==> src/rtl/id_stage_pkg.sv <==
// id_stage_pkg
// Shared constants for the decode stage: MIPS opcode/funct encodings,
// the bubble (NOP) instruction word and instruction field bit positions.
// No ports; imported by if_id_reg and id_stage.
package id_stage_pkg;

   localparam logic [5:0]  OP_RTYPE = 6'b000000;
   localparam logic [5:0]  OP_BEQ   = 6'b000100;
   localparam logic [5:0]  OP_BNE   = 6'b000101;
   localparam logic [5:0]  OP_J     = 6'b000010;
   localparam logic [5:0]  OP_JAL   = 6'b000011;
   localparam logic [5:0]  FUNCT_JR = 6'b001000;

   localparam logic [31:0] NOP_WORD = 32'h0000_0000;

   // Instruction field bit positions
   localparam int OP_MSB    = 31;
   localparam int OP_LSB    = 26;
   localparam int RS_MSB    = 25;
   localparam int RS_LSB    = 21;
   localparam int RT_MSB    = 20;
   localparam int RT_LSB    = 16;
   localparam int RD_MSB    = 15;
   localparam int RD_LSB    = 11;
   localparam int IMM_MSB   = 15;
   localparam int IMM_LSB   = 0;
   localparam int FUNCT_MSB = 5;
   localparam int FUNCT_LSB = 0;
   localparam int TGT_MSB   = 25;
   localparam int TGT_LSB   = 0;

endpackage

==> src/rtl/if_id_reg.sv <==
// if_id_reg
// IF/ID pipeline register holding instruction, PC+4 and a valid bit.
// Ports:
//   clk, rst_n      clock (rising edge), asynchronous active-low reset
//   i_stall         hold all contents (highest priority)
//   i_flush         load a bubble: NOP, valid=0, PC+4 still captured
//   i_instr, i_pc4  fetch-side instruction and PC+4
//   o_instr, o_pc4, o_valid  registered contents
// Control contract: there is no valid/ready handshake; the stage advances
// every edge unless i_stall is high, and i_flush only acts when not stalled.
module if_id_reg
   import id_stage_pkg::*;
#(
   parameter int          WIDTH = 32,
   parameter logic [31:0] NOP   = NOP_WORD
)(
   input  logic             clk,
   input  logic             rst_n,
   input  logic             i_stall,
   input  logic             i_flush,
   input  logic [WIDTH-1:0] i_instr,
   input  logic [WIDTH-1:0] i_pc4,
   output logic [WIDTH-1:0] o_instr,
   output logic [WIDTH-1:0] o_pc4,
   output logic             o_valid
);

   logic [WIDTH-1:0] r_instr;
   logic [WIDTH-1:0] r_pc4;
   logic             r_valid;

   always_ff @(posedge clk or negedge rst_n) begin
      if (!rst_n) begin
         r_instr <= WIDTH'(NOP);
         r_pc4   <= '0;
         r_valid <= 1'b0;
      end else if (i_stall) begin
         r_instr <= r_instr;
         r_pc4   <= r_pc4;
         r_valid <= r_valid;
      end else if (i_flush) begin
         // Squash the wrong-path fetch; PC+4 is still tracked so the
         // bubble carries a sensible address.
         r_instr <= WIDTH'(NOP);
         r_pc4   <= i_pc4;
         r_valid <= 1'b0;
      end else begin
         r_instr <= i_instr;
         r_pc4   <= i_pc4;
         r_valid <= 1'b1;
      end
   end

   assign o_instr = r_instr;
   assign o_pc4   = r_pc4;
   assign o_valid = r_valid;

endmodule

==> src/rtl/id_stage.sv <==
// id_stage
// Decode stage: IF/ID register, control-transfer resolution (beq, bne, j,
// jal, jr) with redirect outputs back to fetch, and a taken-redirect counter.
// Ports:
//   clk, rst                  clock, asynchronous active-low reset
//   stall                     hazard stall (shared with the fetch PC register)
//   instructionF, PCPlus4F    fetch-side instruction / PC+4
//   RD1, RD2, ALUOutM         register operands and MEM forwarding value
//   ForwardAD, ForwardBD      operand forwarding selects
//   instructionD, PCPlus4D, ValidD  registered IF/ID contents
//   rsD, rtD, rdD, SignImmD   decoded fields
//   PCSrcD, PCBranchD, JumpD, JalD, JrD, JumpAddr  redirect to fetch
//   RedirectCnt               number of taken redirects (wraps)
// Target formation assumes a 32-bit instruction word (WIDTH = 32).
module id_stage
   import id_stage_pkg::*;
#(
   parameter int          WIDTH = 32,
   parameter logic [31:0] NOP   = NOP_WORD,
   parameter int          CNT_W = 32
)(
   input  logic             clk,
   input  logic             rst,
   input  logic             stall,
   input  logic [WIDTH-1:0] instructionF,
   input  logic [WIDTH-1:0] PCPlus4F,
   input  logic [WIDTH-1:0] RD1,
   input  logic [WIDTH-1:0] RD2,
   input  logic [WIDTH-1:0] ALUOutM,
   input  logic             ForwardAD,
   input  logic             ForwardBD,
   output logic [WIDTH-1:0] instructionD,
   output logic [WIDTH-1:0] PCPlus4D,
   output logic             ValidD,
   output logic [4:0]       rsD,
   output logic [4:0]       rtD,
   output logic [4:0]       rdD,
   output logic [WIDTH-1:0] SignImmD,
   output logic             PCSrcD,
   output logic [WIDTH-1:0] PCBranchD,
   output logic             JumpD,
   output logic             JalD,
   output logic             JrD,
   output logic [WIDTH-1:0] JumpAddr,
   output logic [CNT_W-1:0] RedirectCnt
);

   logic [WIDTH-1:0] w_a;
   logic [WIDTH-1:0] w_b;
   logic [5:0]       w_opcode;
   logic [5:0]       w_funct;
   logic             w_redirect;
   logic [CNT_W-1:0] r_cnt;

   if_id_reg #(
      .WIDTH (WIDTH),
      .NOP   (NOP)
   ) u_if_id_reg (
      .clk     (clk),
      .rst_n   (rst),
      .i_stall (stall),
      .i_flush (w_redirect),
      .i_instr (instructionF),
      .i_pc4   (PCPlus4F),
      .o_instr (instructionD),
      .o_pc4   (PCPlus4D),
      .o_valid (ValidD)
   );

   assign w_a = ForwardAD ? ALUOutM : RD1;
   assign w_b = ForwardBD ? ALUOutM : RD2;

   assign w_opcode = instructionD[OP_MSB:OP_LSB];
   assign w_funct  = instructionD[FUNCT_MSB:FUNCT_LSB];
   assign rsD      = instructionD[RS_MSB:RS_LSB];
   assign rtD      = instructionD[RT_MSB:RT_LSB];
   assign rdD      = instructionD[RD_MSB:RD_LSB];
   assign SignImmD = {{(WIDTH-16){instructionD[IMM_MSB]}}, instructionD[IMM_MSB:IMM_LSB]};

   // All redirect outputs are forced to 0 for a bubble so that a flushed
   // slot can never redirect again on the following cycle.
   always_comb begin
      PCSrcD    = 1'b0;
      JumpD     = 1'b0;
      JalD      = 1'b0;
      JrD       = 1'b0;
      JumpAddr  = '0;
      PCBranchD = '0;
      if (ValidD) begin
         PCBranchD = PCPlus4D + (SignImmD << 2);
         case (w_opcode)
            OP_BEQ:   PCSrcD = (w_a == w_b);
            OP_BNE:   PCSrcD = (w_a != w_b);
            OP_J: begin
               JumpD    = 1'b1;
               JumpAddr = {PCPlus4D[WIDTH-1:28], instructionD[TGT_MSB:TGT_LSB], 2'b00};
            end
            OP_JAL: begin
               JalD     = 1'b1;
               JumpAddr = {PCPlus4D[WIDTH-1:28], instructionD[TGT_MSB:TGT_LSB], 2'b00};
            end
            OP_RTYPE: begin
               if (w_funct == FUNCT_JR) begin
                  JrD      = 1'b1;
                  JumpAddr = w_a;
               end
            end
            default: ;
         endcase
      end
   end

   assign w_redirect = PCSrcD | JumpD | JalD | JrD;

   // A stalled redirect is not counted; it re-evaluates once the stall drops.
   always_ff @(posedge clk or negedge rst) begin
      if (!rst) begin
         r_cnt <= '0;
      end else if (!stall && w_redirect) begin
         r_cnt <= r_cnt + {{(CNT_W-1){1'b0}}, 1'b1};
      end
   end

   assign RedirectCnt = r_cnt;

endmodule

==> config.mk <==
export PLATFORM = sky130hd
export DESIGN_NAME = id_stage
export DESIGN_NICKNAME = d
export VERILOG_FILES = /design/src/rtl/id_stage_pkg.sv /design/src/rtl/if_id_reg.sv /design/src/rtl/id_stage.sv
export SDC_FILE = /design/constraint.sdc
export NUM_CORES = 1
export LEC_CHECK = 0
export CELL_PAD_IN_SITES_DETAIL_PLACEMENT = 2
export CELL_PAD_IN_SITES_GLOBAL_PLACEMENT = 2
export CORE_ASPECT_RATIO = 0.5
export CORE_UTILIZATION = 23
export DETAILED_ROUTE_END_ITERATION = 6
export PLACE_DENSITY_LB_ADDON = 0.1
export SLEW_MARGIN = 10
export SYNTH_ARGS = -nofsm -noshare
export SYNTH_HDL_FRONTEND = slang
export SYNTH_SLANG_ARGS = --single-unit
==> constraint.sdc <==
create_clock -name clk -period 6 [get_ports clk]
set_input_delay 1.8 -clock clk [delete_from_list [all_inputs] [get_ports clk]]
set_output_delay 1.8 -clock clk [all_outputs]
set_load 0.005 [all_outputs]
==> impl_metrics.ini <==
[route]
drtIter0Drc = 205
via_per_inst = 4.59
num_vias = 7761
dr.pass1.iters = 4
wl_per_cell_um = 21.1
wl_mm = 35.6
ant_nets = 0
drc = 0

[layout]
fin_nets = 1447
nFillCells = 3533
layout-drive-gt1-share = 0.132
layout_common_cells = clkdlybuf4s50_1, nand2_1, dfrtp_1, buf_4, xnor2_1
postLayoutCellArea_sq_mm = 0.0124
syn_to_final_growth_pct = 63.7
utilization = 0.387
final_common_cell = clkdlybuf4s50_1

[power]
p_clk_frac = 0.244
combPwrFrac = 0.444
p_sw_mw = 0.877
p_int_mw = 1.63
p_leak_nw = 5.26
irDropWorstVdd_v = 0.000152
power_frac_seq = 0.313
total_power_mw = 2.51
power_switching_share = 0.350
powerDensity_mw_per_mm2 = 202

[status]
status = finished with violations
violations = setup timing

[floorplanning]
die-area_sq_mm = 0.0337
rows = 46
core-area_sq_mm = 0.0320
die_x_um = 259
io_pins = 377
start_util = 0.237
die_h_um = 130

[setup_path]
arrival_ns = 4.21
critPathKind = in -> out
crit_top_cell = xor2_1
crit_fanout = 3
required_ns = 4.20
cp_slowest_cell = clkdlybuf4s50_1
crit_chain = clkdlybuf4s50_1, xor2_1, nor4_2, buf_4, nand3_1, a221oi_2, a21oi_1, xor2_1, nor2_1, clkdlybuf4s15_2
crit_path_start_kind = input port
crit_path_end_kind = primary output
max_stage_delay_ns = 0.48

[placement]
gp_congestion = 0.860
post_dp_cell_area_sq_mm = 0.0120
dp_hpwl_mm = 29.1
io_buffers = 376

[timing]
finalMaxSlewViolations = 0
relSlewSlack = 0.353
rsz0062_at_grt = true
worst_slew_pin_slew_ns = 0.970
fin_crit_sh = 1.00
skew_ns = 0.0106
hold_viol_final = 0
fmax_ghz = 0.166
period_needed_ns = 6.01
setup_ws_ns = -0.00634
setup_viol = 1

[clocking]
cts-root-buf = clkbuf_16
cts_made_buffers = 9
cts.htree.levels = 3
cts_tree = done
clock_sinks = 97
cts_buffer_depth = 2
path_clk_slew_ns = 0.08
insertion_delay_ns = 0.38

[global_route]
antenna_found_initial = 1
first_global_vias = 8596
overflow = 0
grt.total_usage = 0.208
grt_pass1_wl_mm = 52.6
grt_max_degree = 69

[synth]
synth_cell_types = 54
synth_warnings = 0
postSynthAreaPerCell_sq_um = 8.78
synth_area_sq_mm = 0.00757
seq_area_frac_synth = 0.321
ys_seq_elements = 97
async_flop_share = 1.00
synth_nets = 1058
syn_inst = 862
synth_edf_count = 0
ys.flop_type = dfrtp_1

[run]
drv_cap = 0

[min_path]
hold_class = reg -> reg
==> synthesized netlist by cell type, drive strengths merged, types with 24 or more instances <==
cell type | n | share of area
mux2 | 33 | 0.049
nor2 | 46 | 0.024
nor3 | 24 | 0.016
mux2i | 35 | 0.046
dfrtp | 97 | 0.32
o21ai | 76 | 0.050
clkbuf | 26 | 0.013
buf | 59 | 0.059
xor2 | 53 | 0.061
ha | 30 | 0.050
nand2 | 117 | 0.058
xnor2 | 75 | 0.087
==> cell families after synthesis <==
logic type	synth area share
and+or+nand+nor	0.190
AOI/OAI and AO/OA	0.117
xor gates and xnor gates	0.148
DFF	0.321
buffers and inverters	0.0769
muxes	0.0954
adders and majority gates	0.0522
==> metrics by stage <==
| step | hold slack, ns | setup slack [ns] | instances | TNS (ns) |
|---|---|---|---|---|
| 6_report | 0.475 | -0.00634 | 1690 | -0.00634 |
| 5_1_grt | 0.495 | -0.0687 | 1689 | -0.0687 |
| 4_1_cts | 0.485 | 0.00217 | 1688 | 0 |
| 3_5_place_dp | 0.470 | -0.464 | 1670 | -0.464 |
| 3_3_place_gp | 0.459 | -0.423 | 1670 | -0.423 |
| 2_1_floorplan | 0.465 | 0.782 | 862 | 0 |
==> flip-flops by register name (all words and copies together), names as in the netlist <==
signal               flops
u_if_id_reg.o_instr     32
RedirectCnt             32
u_if_id_reg.o_pc4       32
u_if_id_reg.o_valid      1
==> final timing paths <==
kind	start	slack (ns)	cells past startpoint	to
worst min-delay path	RedirectCnt[31]	0.47	1	RedirectCnt[31]
worst max register to register	u_if_id_reg.o_valid	2.76	9	RedirectCnt[23]
min in group asynchronous	rst	1.56	1	u_if_id_reg.o_pc4[22]
worst max-delay path	RD1[30]	-0.006	10	PCSrcD
worst min register to register	RedirectCnt[31]	0.47	1	RedirectCnt[31]
max in group asynchronous	rst	3.38	2	u_if_id_reg.o_instr[2]
==> worst max-delay path, delay by kind of cell <==
| family | cells | cell delay, ns |
|---|---|---|
| buf+inv | 3 | 0.91 |
| xor+xnor | 2 | 0.38 |
| simple gates | 3 | 0.66 |
| compound gates | 2 | 0.46 |
==> per-layer routing <==
| metal | track usage | wire, um |
|---|---|---|
| met1 | 0.247 | 14700 |
| met5 | 0 | 0 |
| met2 | 0.388 | 18900 |
| met3 | 0.0394 | 1470 |
| met4 | 0.0473 | 507 |
==> cell type report <==
class / count / area, sq um / area share
clock buffers: 9 / 225 / 0.0182
well taps: 432 / 541 / 0.0436
diodes: 2 / 5.00 / 0.000404
multi-input cells: 670 / 4660 / 0.376
flip-flops and latches: 97 / 2430 / 0.196
repair buffers: 463 / 4430 / 0.357
clock inverters: 7 / 72.6 / 0.00586
inverters: 10 / 37.5 / 0.00303
==> timing repair <==
| item | CTS | global route |
|---|---|---|
| setup endpoints to repair | 5 | 2 |
| pin swaps | 3 | 6 |
| setup buffers | 2 | 0 |
| hold buffers | 0 | 0 |
| resized for setup | 13 | 11 |
==> power by group through the flow <==
stage / registers [mW] / logic [mW] / clock network, mW
finish: 0.784 / 1.11 / 0.611
CTS: 0.788 / 1.12 / 0.644
global placement: 0.797 / 1.09 / 0
global route: 0.796 / 1.21 / 0.664
detailed placement: 0.800 / 1.11 / 0
floorplan: 0.782 / 0.497 / 0
Note: power is estimated with default switching activity, not from simulation.
